--- src/rtl/lut_cfg_pkg.sv ---
// lut_cfg_pkg: shared loader FSM states and chain-sizing helpers for the LUT config path
package lut_cfg_pkg;
  typedef enum logic [1:0] {IDLE, FETCH, SHIFT, DONE} state_t;
  function automatic int clog2(input int v);
    int r = 0;
    while ((1 << r) < v) r++;
    return r;
  endfunction
  function automatic int lut_mem_size(input int ninputs);
    return 1 << ninputs;
  endfunction
  function automatic int ceil_div(input int a, input int b);
    return (a + b - 1) / b;
  endfunction
endpackage

--- src/rtl/cfg_word_serializer.sv ---
// cfg_word_serializer: one-word buffer that presents its chunks LSB first, holding the last chunk when drained
module cfg_word_serializer import lut_cfg_pkg::*; #(
  parameter int WORD_WIDTH = 32,
  parameter int CONFIG_WIDTH = 1
) (
  input  logic                                         clk,
  input  logic                                         rst_n,
  input  logic                                         load,
  input  logic                                         shift,
  input  logic [WORD_WIDTH-1:0]                        word,
  input  logic [clog2(WORD_WIDTH/CONFIG_WIDTH+1)-1:0]  nchunks,
  output logic [CONFIG_WIDTH-1:0]                      chunk,
  output logic                                         last,
  output logic                                         empty
);
  localparam int NC_W = clog2(WORD_WIDTH / CONFIG_WIDTH + 1);
  logic [WORD_WIDTH-1:0] sr;
  logic [NC_W-1:0] left;
  logic v;
  always_ff @(posedge clk or negedge rst_n) begin
    if (!rst_n) begin
      sr <= '0;
      left <= '0;
      v <= 1'b0;
    end else if (load) begin
      sr <= word;
      left <= nchunks;
      v <= 1'b1;
    end else if (shift && v) begin
      left <= left - NC_W'(1);
      v <= left != NC_W'(1);
      if (left != NC_W'(1)) sr <= sr >> CONFIG_WIDTH;
    end
  end
  assign chunk = sr[CONFIG_WIDTH-1:0];
  assign last = v && left == NC_W'(1);
  assign empty = !v;
endmodule

--- src/rtl/lut_cfg_loader.sv ---
// lut_cfg_loader: streams bitstream words into the LUT config chain for exactly one full chain load
module lut_cfg_loader import lut_cfg_pkg::*; #(
  parameter int CONFIG_WIDTH = 1,
  parameter int LUT_NINPUTS = 4,
  parameter int NUM_LUTS = 1,
  parameter int WORD_WIDTH = 32
) (
  input  logic                    clk,
  input  logic                    rst_n,
  input  logic                    start,
  input  logic                    word_valid,
  output logic                    word_ready,
  input  logic [WORD_WIDTH-1:0]   word_data,
  output logic [NUM_LUTS-1:0]     config_en,
  output logic [CONFIG_WIDTH-1:0] config_data,
  output logic                    busy,
  output logic                    done
);
  localparam int LUT_MEM_SIZE = lut_mem_size(LUT_NINPUTS);
  localparam int TOTAL_BITS = LUT_MEM_SIZE * NUM_LUTS;
  localparam int SHIFT_CYCLES = TOTAL_BITS / CONFIG_WIDTH;
  localparam int NUM_WORDS = ceil_div(TOTAL_BITS, WORD_WIDTH);
  localparam int CPW = WORD_WIDTH / CONFIG_WIDTH;
  localparam int LAST_CHUNKS = (TOTAL_BITS - (NUM_WORDS - 1) * WORD_WIDTH) / CONFIG_WIDTH;
  localparam int CC_W = clog2(SHIFT_CYCLES + 1);
  localparam int WC_W = clog2(NUM_WORDS + 1);
  localparam int NC_W = clog2(CPW + 1);
  state_t st, nxt;
  logic [CC_W-1:0] chunk_cnt;
  logic [WC_W-1:0] word_cnt;
  logic [NC_W-1:0] nchunks;
  logic empty, last, hs, final_chunk, start_ok;
  assign start_ok = start && (st == IDLE || st == DONE);
  assign word_ready = busy && word_cnt < WC_W'(NUM_WORDS) && (empty || last);
  assign hs = word_valid && word_ready;
  assign final_chunk = !empty && chunk_cnt == CC_W'(SHIFT_CYCLES - 1);
  assign nchunks = word_cnt == WC_W'(NUM_WORDS - 1) ? NC_W'(LAST_CHUNKS) : NC_W'(CPW);
  assign config_en = {NUM_LUTS{!empty}};
  always_comb begin
    nxt = st;
    case (st)
      IDLE:    nxt = start ? FETCH : IDLE;
      FETCH:   nxt = hs ? SHIFT : FETCH;
      SHIFT:   nxt = final_chunk ? DONE : (last && !hs ? FETCH : SHIFT);
      DONE:    nxt = start ? FETCH : IDLE;
      default: nxt = IDLE;
    endcase
  end
  always_ff @(posedge clk or negedge rst_n) begin
    if (!rst_n) begin
      st <= IDLE;
      busy <= 1'b0;
      done <= 1'b0;
      chunk_cnt <= '0;
      word_cnt <= '0;
    end else begin
      st <= nxt;
      busy <= nxt == FETCH || nxt == SHIFT;
      done <= nxt == DONE;
      if (start_ok) begin
        chunk_cnt <= '0;
        word_cnt <= '0;
      end else begin
        if (hs && word_cnt != WC_W'(NUM_WORDS)) word_cnt <= word_cnt + WC_W'(1);
        if (!empty && chunk_cnt != CC_W'(SHIFT_CYCLES)) chunk_cnt <= chunk_cnt + CC_W'(1);
      end
    end
  end
  cfg_word_serializer #(.WORD_WIDTH(WORD_WIDTH), .CONFIG_WIDTH(CONFIG_WIDTH)) u_ser (
    .clk(clk),
    .rst_n(rst_n),
    .load(hs),
    .shift(st == SHIFT),
    .word(word_data),
    .nchunks(nchunks),
    .chunk(config_data),
    .last(last),
    .empty(empty)
  );
endmodule

--- config.mk ---
export PLATFORM = sky130hd
export DESIGN_NAME = lut_cfg_loader
export DESIGN_NICKNAME = d
export VERILOG_FILES = /design/src/rtl/lut_cfg_pkg.sv /design/src/rtl/cfg_word_serializer.sv /design/src/rtl/lut_cfg_loader.sv
export SDC_FILE = /design/constraint.sdc
export NUM_CORES = 1
export LEC_CHECK = 0
export ABC_AREA = 1
export CAP_MARGIN = 20
export CORE_ASPECT_RATIO = 1.5
export CORE_MARGIN = 4
export CORE_UTILIZATION = 48
export DETAILED_ROUTE_END_ITERATION = 6
export PLACE_DENSITY = 0.75
export SLEW_MARGIN = 5
export SYNTH_ARGS = -nofsm -noshare
export SYNTH_HDL_FRONTEND = slang
export SYNTH_SLANG_ARGS = --single-unit
--- constraint.sdc ---
create_clock -name clk -period 1.6 [get_ports clk]
set_input_delay 0.32 -clock clk [delete_from_list [all_inputs] [get_ports clk]]
set_output_delay 0.32 -clock clk [all_outputs]
set_load 0.01 [all_outputs]
Word level (Yosys, flattened, before mapping)
Cells that the tools add are included.
{"block": "classes", "n_reduce_logical": 22, "muxes": 17, "n_addsub": 3, "bitwise": 1, "n_eq_ne": 10, "n_lt_le_gt_ge": 1}
{"cell": "32-bit 2-to-1 mux", "n": 3}
{"cell": "6-bit 2-to-1 mux", "n": 3}
{"cell": "1-bit logical AND", "n": 10}
{"cell": "5-bit 2-to-1 mux", "n": 2}
{"cell": "2-bit equality test (second input constant)", "n": 4}
{"cell": "2-bit nonzero test", "n": 4}
{"cell": "6-bit by 1-bit equality test with 1-bit output (second input constant)", "n": 1}
{"cell": "2-bit 2-to-1 mux", "n": 3}
{"cell": "6-bit by 1-bit inequality test with 1-bit output (second input constant)", "n": 1}
{"cell": "2-bit one-hot mux with 3 select lines", "n": 1}
{"cell": "6-bit by 1-bit subtractor with 6-bit output (second input constant)", "n": 1}
{"cell": "5-bit by 1-bit adder with 5-bit output (second input constant)", "n": 1}
{"cell": "5-bit by 4-bit equality test with 1-bit output (second input constant)", "n": 1}
{"cell": "1-bit 2-to-1 mux", "n": 5}
{"cell": "5-bit inequality test (second input constant)", "n": 1}
{"cell": "2-bit by 1-bit equality test with 1-bit output (second input constant)", "n": 2}
{"cell": "1-bit logical OR", "n": 3}
{"cell": "1-bit zero test", "n": 2}
{"cell": "2-bit zero test", "n": 1}
{"cell": "2-bit AND reduction", "n": 1}
{"cell": "2-bit OR reduction", "n": 1}
{"cell": "1-bit adder (second input constant)", "n": 1}
{"cell": "1-bit less-than comparator (second input constant)", "n": 1}
{"cell": "1-bit NOT", "n": 1}
{"block": "word_totals", "regBits": 49, "input_bits": 36}

Longest topological paths before layout
Gate-level depths: netlist (run 1).
{"block": "depth", "ltp_word": 12, "ltp_mapped": 11, "depth_no_buf": 11}

Cells and area by module
Synthesis (run 1) repeated with hierarchy kept, for this count alone.
{"block": "unflattened", "cells_unflattened": 374, "area_unflattened_um2": 2974.1}
{"module": "cfg_word_serializer", "n_inst": 1, "cells_per_inst": 305, "area_each_um2": 2382.3}
{"module": "lut_cfg_loader", "n_inst": 1, "cells_per_inst": 69, "area_each_um2": 591.8}

Worst setup path before layout (run 1)
OpenSTA, ideal clock, no wires.
{"block": "synth_timing", "path_type": "flip-flop to flip-flop", "startpoint": "register u_ser.left[1]", "endpoint": "register busy", "path_stages_with_launch": 11, "setup_ns": 0.126, "t_arrival_ns": 1.545, "period_less_slack_ns": 1.671, "setup_slack_ns": -0.071, "path_buffers": 2, "cell_sequence": "dfrtp_1 > inv_1 > ha_1 > nand4_2 > nand2_2 > nand3_4 > buf_6 > buf_6 > nand2_1 > nand2_1 > ha_1"}
{"block": "synth_between", "elab_chain_cells": 12, "word_cells_on_any_way": 14}
{"item": "start, declared", "line_no": "cfg_word_serializer.sv:18", "source": "logic [NC_W-1:0] left;"}
{"item": "start signal, assigned", "line_no": "cfg_word_serializer.sv:27", "source": "left <= nchunks;"}
{"item": "start signal, assigned", "line_no": "cfg_word_serializer.sv:30", "source": "left <= left - NC_W'(1);"}
{"item": "6-bit by 1-bit equality test with 1-bit output (*)", "line_no": "cfg_word_serializer.sv:36", "source": "assign last = v && left == NC_W'(1);"}
{"item": "1-bit logical AND (*)", "line_no": "cfg_word_serializer.sv:36"}
{"item": "1-bit logical OR", "line_no": "lut_cfg_loader.sv:34", "source": "assign word_ready = busy && word_cnt < WC_W'(NUM_WORDS) && (empty || last);"}
{"item": "1-bit logical AND", "line_no": "lut_cfg_loader.sv:34"}
{"item": "1-bit logical AND", "line_no": "lut_cfg_loader.sv:35", "source": "assign hs = word_valid && word_ready;"}
{"item": "1-bit zero test", "line_no": "lut_cfg_loader.sv:44", "source": "SHIFT: nxt = final_chunk ? DONE : (last && !hs ? FETCH : SHIFT);"}
{"item": "1-bit logical AND", "line_no": "lut_cfg_loader.sv:44"}
{"item": "2-bit 2-to-1 mux (2 in series)", "line_no": "lut_cfg_loader.sv:44"}
{"item": "2-bit one-hot mux with 3 select lines (*)", "line_no": "lut_cfg_loader.sv:41", "source": "case (st)"}
{"item": "2-bit by 1-bit equality test with 1-bit output or 2-bit equality test (tied branches)", "line_no": "lut_cfg_loader.sv:58", "source": "busy <= nxt == FETCH || nxt == SHIFT;"}
{"item": "1-bit logical OR (*)", "line_no": "lut_cfg_loader.sv:58"}
{"item": "end signal, assigned", "line_no": "lut_cfg_loader.sv:52", "source": "busy <= 1'b0;"}
{"item": "end signal, assigned", "line_no": "lut_cfg_loader.sv:58"}
{"item": "end, declared", "line_no": "lut_cfg_loader.sv:16", "source": "output logic busy,"}
Every way passes the cells marked *; elsewhere a longest branch is shown, timed or not.
A chain may end at the register's enable or synchronous reset.

Worst setup path in the final report (run 1)
{"block": "layout_timing", "startpoint": "register u_ser.left[0]", "endpoint": "register u_ser.sr[3]"}
{"block": "layout_between", "elab_chain_cells": 7, "word_cells_on_any_way": 10}
{"item": "6-bit by 1-bit equality test with 1-bit output", "line_no": "cfg_word_serializer.sv:36"}
{"item": "1-bit logical AND", "line_no": "cfg_word_serializer.sv:36"}
{"item": "1-bit logical OR", "line_no": "lut_cfg_loader.sv:34"}
{"item": "1-bit logical AND", "line_no": "lut_cfg_loader.sv:34"}
{"item": "1-bit logical AND", "line_no": "lut_cfg_loader.sv:35"}
{"item": "2-bit nonzero test (no line)"}
{"item": "2-bit AND reduction (no line)"}
{"item": "end signal, assigned", "line_no": "cfg_word_serializer.sv:26", "source": "sr <= word;"}
{"item": "end signal, assigned", "line_no": "cfg_word_serializer.sv:32", "source": "if (left != NC_W'(1)) sr <= sr >> CONFIG_WIDTH;"}
{"item": "end, declared", "line_no": "cfg_word_serializer.sv:17", "source": "logic [WORD_WIDTH-1:0] sr;"}
Parallel ways exist; a longest one is shown, timed or not.

==> metrics.log, run 1 <==
[metrics] Startpoint Class: flip-flop
[metrics] syn nets: 365
[metrics] final worst-path setup slack: -30.4 ps
[metrics] unrepaired setup endpoints after global routing: true
[metrics] Static Leakage: 1.71 nW
[metrics] kind of end point of the critical path: flip-flop
[metrics] antenna violations before repair: 0
[metrics] final total negative setup slack: -67.5 ps
[metrics] CP Class: flip-flop to flip-flop
[metrics] power density normalized to cell area: 758 mW/mm^2
[metrics] path class of the lowest-slack min-delay path: flip-flop to flip-flop
[metrics] placement row count: 32
[metrics] GP Congestion: between 0.7 and 0.8
[metrics] height of the die: slightly below 100 um
[metrics] total cell area at the placement stage: about 0.0032 mm^2
[metrics] fin crit period: 1630 ps
[metrics] WP data arrival: 1820 ps
[metrics] cells along the critical path: ha_4 > nand4_4 > nand2_2 > buf_4 > nand3_4 > buf_12 > buf_16 > nand2_2 > o21ai_1 > nand2_1
[metrics] vias in the first global route: 2260
[metrics] synthesized area divided by synthesized cell count: 8.09 um^2
[metrics] router iterations before antenna repair: 4
[metrics] part of the cycle the worst path needs: 1.02
[metrics] horizontal die dimension: 68.1 um
[metrics] number of buffers created by CTS: 5
[metrics] Slew Limit Fails: 0
[metrics] DRC violation count after routing: 0
[metrics] VDD IR max: 399 uV
[metrics] maximum clock frequency: 613 MHz
[metrics] port bufs: 40
[metrics] setup clock skew after layout: around 5.7 ps
[metrics] clock slew seen by the registers of the worst setup and hold paths: roughly 90 ps
[metrics] DR vias: 2375
[metrics] Worst setup endpoint: u_ser.sr[3]
[metrics] Tightest Pin Transition: 272 ps
[metrics] destination of the worst register-to-register timing path: u_ser.sr[3]
[metrics] maximum number of buffers from clock root to sink: 2
[metrics] Iter 0 DRT Violations: 112
[metrics] Gate Count Post-Synth: 321
[metrics] antenna diode instance count: 0
[metrics] first-pass GRT wire length: 9.83 mm
[metrics] Fill cells: 438
[metrics] share of cells above drive strength 1: 0.192
[metrics] boundary pin count: 41
[metrics] number of endpoints failing setup at the final stage: 3
[metrics] clock tree from TritonCTS: yes
[metrics] average wire length per cell after detail routing: 13.1 um
[metrics] area taken by flip-flops and latches: 0.00123 mm^2
[metrics] result of the run: complete, but fails checks
[metrics] Final Routed Wirelength: 5.98 mm
[metrics] overall overflow remaining after global route: 0
[metrics] Critical Path Fanout Max: 12
[metrics] area enclosed by the die boundary: between 0.006 and 0.007 mm^2
[metrics] initial core utilization: 0.499
[metrics] Worst path top cell family by delay: flip-flops
[metrics] Req. time, crit path: between 1500 and 2000 ps
[metrics] worst-case headroom to the max-slew limit: 0.819
[metrics] Total GRT Usage: 0.189
[metrics] maximum capacitance violations: 0
[metrics] final design area excluding fillers: 0.00347 mm^2
[metrics] ANT nets after route: 0
[metrics] cell area after technology mapping: 0.00260 mm^2
[metrics] Seq/Total Area, Yosys: 0.472
[metrics] synthesis-to-layout area growth: 33.6%
[metrics] placeable core region: ~0.0052 mm^2
[metrics] pre-CTS setup slack: -139 ps
[metrics] area occupied by multi-input gates: 0.00121 mm^2
[metrics] number of endpoints with negative hold slack in the final report: 0
[metrics] CP max-delay cell: dfrtp_1
[metrics] dominant cell type by area after synthesis: dfrtp_1
[metrics] number of vias per cell: 5.19
[metrics] clock latency of the later-clocked register in the worst-skew pair: approximately 300 ps
[metrics] Power Total: ~2.6 mW
[metrics] pin count of the biggest net entering global routing: 50
[metrics] root buffer cell: clkbuf_8
[metrics] post-synth cell types: 26
[metrics] slowest stage delay, CP: 420 ps
[metrics] post-synth top area share: 0.472
[metrics] Reg2Reg Setup Slack: -30 ps
[metrics] failing checks: setup timing
[metrics] warnings from Yosys: 0
[metrics] critical register-to-register path startpoint: u_ser.left[0]
[metrics] post-detailed-placement half-perimeter wirelength: about 3.9 mm
[metrics] Clock H-tree levels: 2
[metrics] buffering stage count on the worst path with inverters included: 3
[metrics] FF+latch count, synth: a little under 50
[metrics] most area-consuming cells after synthesis: dfrtp_1 (47%), nand2_1 (15%), nand3_1 (12%)
[metrics] depth of the critical timing path with buffers and inverters included: 10
[metrics] worst setup path startpoint: u_ser.left[0]
[metrics] number of cells on the worst reg-to-reg path: 10
[metrics] CTS Sinks: 49
[metrics] post-layout net count: 433
[metrics] cell repeated most along the worst path: nand2_2
flip-flops by register name (all words and copies together) (netlist names):
name and count:
busy 1, word_cnt 1, chunk_cnt 5, done 1, u_ser.left 6, u_ser.v 1, st 2, u_ser.sr 32
timing repair:
action / in CTS / in global routing
hold buffers: 1 / 0
pin swaps: 8 / 10
hold endpoints to repair: 13 / 0
resized for setup: 19 / 15
setup endpoints to repair: 5 / 39
cloned: 2 / 0
setup buffers: 8 / 2
how the worst min path moves through the flow:
stage | startpoint | to | cells past startpoint
finish | u_ser.sr[1] | u_ser.sr[0] | 2
global route | u_ser.sr[1] | u_ser.sr[0] | 2
CTS | u_ser.sr[1] | u_ser.sr[0] | 2
detailed placement | rst_n | u_ser.left[4] | 2
global placement | rst_n | u_ser.left[5] | 2
floorplan | rst_n | busy | 0
layout make-up:
class | instances | area share
Inverter | 25 | 0.0285
Clock inverter | 3 | 0.00505
Clock buffer | 5 | 0.0198
Sequential cell | 49 | 0.353
Timing Repair Buffer | 79 | 0.220
Multi-Input combinational cell | 229 | 0.349
Tap cell | 68 | 0.0245
logic make-up after synthesis:
group,share of synthesized area
AO/OA/AOI/OAI,0.0723
XOR/XNOR,0.0135
adder cells (fa/ha/maj),0.0385
buffers and inverters,0.0901
flip-flops,0.472
AND/OR/NAND/NOR,0.314
stage by stage:
step,utilization,hold WS (ps),instances
after floorplan,-,24.4,321
after global placement,0.610,325,439
after detailed placement,0.610,327,439
after CTS,0.657,514,457
after global routing,0.667,518,458
final,0.667,510,458
cells in the mapped netlist (all sizes together):
master   count
nor3b        1
xor2         4
o22ai        1
buf         17
inv         25
dfrtp       49
clkbuf       1
o2111ai      2
nand3       65
ha           8
nand2      104
nor2        10
nand4        1
o21ai       29
a21oi        3
nor3         1
tightest hold or removal path, cell delays in order (launching register included):
cell and delay, ps:
dfrtp_1 360, nand2_1 50, nand3_1 70
metal layers:
| layer | routed length (um) | vias up | global-route usage | share of wire |
|---|---|---|---|---|
| li1 | - | 1175 | - | - |
| met1 | 2380 | 1131 | 0.225 | 0.40 |
| met2 | 3260 | 58 | 0.327 | 0.55 |
| met3 | 233 | 11 | 0.0403 | 0.039 |
| met4 | 104 | 0 | 0.0613 | 0.017 |
| met5 | 0 | - | 0 | 0 |
where the power goes:
group / switching, mW / internal, mW / total [mW]
combinational: 0.247 / 0.289 / 0.536
sequential: 0.0529 / 1.31 / 1.37
clock: 0.426 / 0.303 / 0.728
placed cells by master, fill, tap and decap left out, types with 2 or more instances in the layout:
cell type,instances
buf_2,2
inv_2,5
buf_12,3
nand2_2,6
o2111ai_1,2
nand2_1,96
buf_16,2
a21oi_1,2
o21ai_0,6
nand3_1,63
buf_4,33
clkdlybuf4s50_1,37
ha_2,3
o21ai_1,21
clkbuf_8,5
ha_1,4
nor2_1,7
xor2_1,4
o21ai_2,2
nor2_4,2
clkinv_2,2
dfrtp_1,49
inv_1,19
(Power assumes the default switching activity.)
==> run 2: changes to the inputs <==
Settings changed: SKIP_CTS_REPAIR_TIMING set to 1.
==> run 2 against run 1 <==
The flow finishes with violations (hold timing, setup timing). Wire length up 0.38%. Cell count fell by 0.87%. Via count down 1.7%. Clock skew rose by 0.76 ps.
==> metrics.log, run 2 (synthesis results as in run 1) <==
[metrics] placeable core region: 0.00520 mm^2 (unchanged)
[metrics] Final Routed Wirelength: 6.00 mm (+0.38%)
[metrics] Reg2Reg Setup Slack: 20 ps (+50 ps)
[metrics] Worst setup endpoint: word_ready
[metrics] Req. time, crit path: 1280 ps (-510 ps)
[metrics] fin crit period: 1600 ps (-30.1 ps)
[metrics] pre-CTS setup slack: -139 ps (unchanged)
[metrics] critical register-to-register path startpoint: chunk_cnt[0]
[metrics] Tightest Pin Transition: 265 ps (-6.98 ps)
[metrics] maximum clock frequency: 625 MHz (+1.9%)
[metrics] first-pass GRT wire length: 9.09 mm (-7.6%)
[metrics] Static Leakage: 1.69 nW (-1.1%)
[metrics] final hold slack: -14.7 ps (-524 ps)
[metrics] DR vias: 2335 (-1.7%)
[metrics] failing checks: hold timing, setup timing
[metrics] CTS Sinks: 49 (unchanged)
[metrics] share of cells above drive strength 1: 0.168 (-0.0239)
[metrics] kind of end point of the critical path: output port
[metrics] registers with the highest flip-flop counts: u_ser.sr x32, u_ser.left x6, chunk_cnt x5
[metrics] post-layout net count: 429 (-0.92%)
[metrics] Power Total: 2.61 mW (-0.65%)
[metrics] final worst-path setup slack: -0.327 ps (+30.1 ps)
[metrics] Fill cells: 441 (+0.68%)
[metrics] clock slew seen by the registers of the worst setup and hold paths: 80 ps (about the same)
[metrics] number of buffers created by CTS: 5 (unchanged)
[metrics] unrepaired setup endpoints after global routing: true
[metrics] Worst path top cell family by delay: flip-flops
[metrics] most common library cell in the layout ignoring fill and taps: nand2_1
[metrics] post-detailed-placement half-perimeter wirelength: 3.86 mm (unchanged)
[metrics] Startpoint Class: flip-flop
[metrics] Critical Path Fanout Max: 2 (-10)
[metrics] antenna diode instance count: 0 (unchanged)
[metrics] slowest stage delay, CP: 390 ps (-30 ps)
[metrics] number of vias per cell: 5.14 (-0.82%)
[metrics] number of cells on the worst reg-to-reg path: 11 (+1)
[metrics] most frequent cells in the layout: nand2_1 (100), nand3_1 (64), dfrtp_1 (49)
[metrics] worst setup path startpoint: u_ser.left[1]
[metrics] number of endpoints with negative hold slack in the final report: 19 (+19)
[metrics] initial core utilization: 0.499 (unchanged)
[metrics] CP max-delay cell: dfrtp_1
[metrics] cells along the critical path: inv_2 > ha_4 > nand4_4 > nand2_2 > nand2_1 > inv_1 > buf_2
[metrics] Total GRT Usage: 0.174 (-0.0145)
[metrics] destination of the worst register-to-register timing path: busy
[metrics] horizontal die dimension: 68.1 um (unchanged)
[metrics] setup clock skew after layout: 6.49 ps (+0.760 ps)
[metrics] path class of the lowest-slack min-delay path: input port to asynchronous set/reset pin
[metrics] register name with the most flops: u_ser.sr
[metrics] buffering stage count on the worst path with inverters included: 3 (unchanged)
[metrics] average wire length per cell after detail routing: 13.2 um (+1.3%)
[metrics] number of endpoints failing setup at the final stage: 1 (-2)
[metrics] WP data arrival: 1280 ps (-540 ps)
[metrics] depth of the critical timing path with buffers and inverters included: 7 (-3)
[metrics] placement row count: 32 (unchanged)
[metrics] Largest register FFs: 32 (unchanged)
[metrics] overall overflow remaining after global route: 0 (unchanged)
[metrics] Slew Limit Fails: 0 (unchanged)
[metrics] router iterations before antenna repair: 4 (unchanged)
[metrics] worst-case headroom to the max-slew limit: 0.823 (+0.00466)
[metrics] CP Class: flip-flop to output port
[metrics] pin count of the biggest net entering global routing: 50 (unchanged)
[metrics] DRC violation count after routing: 0 (unchanged)
[metrics] vias in the first global route: 2182 (-3.5%)
[metrics] synthesis-to-layout area growth: 32.2%
[metrics] result of the run: complete, but fails checks
[metrics] height of the die: 98.1 um (unchanged)
[metrics] VDD IR max: 423 uV (+5.9%)
[metrics] boundary pin count: 41 (unchanged)
[metrics] antenna violations before repair: 0 (unchanged)
[metrics] area enclosed by the die boundary: 0.00668 mm^2 (unchanged)
[metrics] clock latency of the later-clocked register in the worst-skew pair: 300 ps (about the same)
[metrics] part of the cycle the worst path needs: 1.00 (-0.0188)
[metrics] ANT nets after route: 0 (unchanged)
[metrics] Iter 0 DRT Violations: 119 (+6.3%)
[metrics] maximum number of buffers from clock root to sink: 2 (unchanged)
[metrics] port bufs: 40 (unchanged)
[metrics] maximum capacitance violations: 0 (unchanged)
[metrics] GP Congestion: 0.788 (unchanged)
[metrics] power density normalized to cell area: 761 mW/mm^2 (+0.36%)
[metrics] Clock H-tree levels: 2 (unchanged)
[metrics] total cell area at the placement stage: 0.00318 mm^2 (unchanged)
[metrics] root buffer cell: clkbuf_8
[metrics] final design area excluding fillers: 0.00343 mm^2 (-1.0%)
[metrics] clock tree from TritonCTS: yes
[run 2: how the worst min path moves through the flow]
stage | startpoint | end | slack (ps) | cells after the start
6_report | rst_n | u_ser.left[4] | -10 | 2
5_1_grt | rst_n | chunk_cnt[2] | 2 | 2
4_1_cts | rst_n | busy | -5 | 2
3_5_place_dp | rst_n | u_ser.left[4] | 330 | 2
3_3_place_gp | rst_n | u_ser.left[5] | 320 | 2
2_1_floorplan | rst_n | busy | 20 | 0
[run 2: metrics by stage]
step                 util  hold slack, ps  instances  setup TNS (ps)
floorplan               -            24.4        321           -71.0
global placement    0.610             325        439            -192
detailed placement  0.610             327        439            -266
CTS                 0.627           -4.70        447            -736
global route        0.660            1.60        454            -476
finish              0.660           -14.7        454          -0.327
[run 2: routing by layer]
metal  GRT usage  share of wire
met1       0.201           0.40
met2       0.314           0.54
met3      0.0345          0.038
met4      0.0505          0.029
met5           0              0
[run 2: power by group]
| group | internal [mW] | switching, mW | total, mW |
|---|---|---|---|
| Clock | 0.302 | 0.412 | 0.714 |
| Sequential | 1.31 | 0.0522 | 1.37 |
| Combinational | 0.277 | 0.257 | 0.534 |
[run 2: cell type report]
| class | instances | area [um^2] | share of cell area |
|---|---|---|---|
| sequential | 49 | 1230 | 0.357 |
| multi-input combinational | 230 | 1210 | 0.353 |
| timing repair buffer | 74 | 726 | 0.211 |
| inverter | 25 | 98.8 | 0.0288 |
| tap | 68 | 85.1 | 0.0248 |
| clock buffer | 5 | 68.8 | 0.0200 |
| clock inverter | 3 | 17.5 | 0.00510 |
[run 2: worst register-to-register path, cell delays in order, from the launching register on]
cell     delay, ps
dfrtp_1        410
ha_2           180
inv_2           70
nor2_4          40
ha_4           150
inv_2           60
o21ai_2         50
inv_1           50
nand2_1         40
nand2_1         80
nand2_1         60
ha_1           280
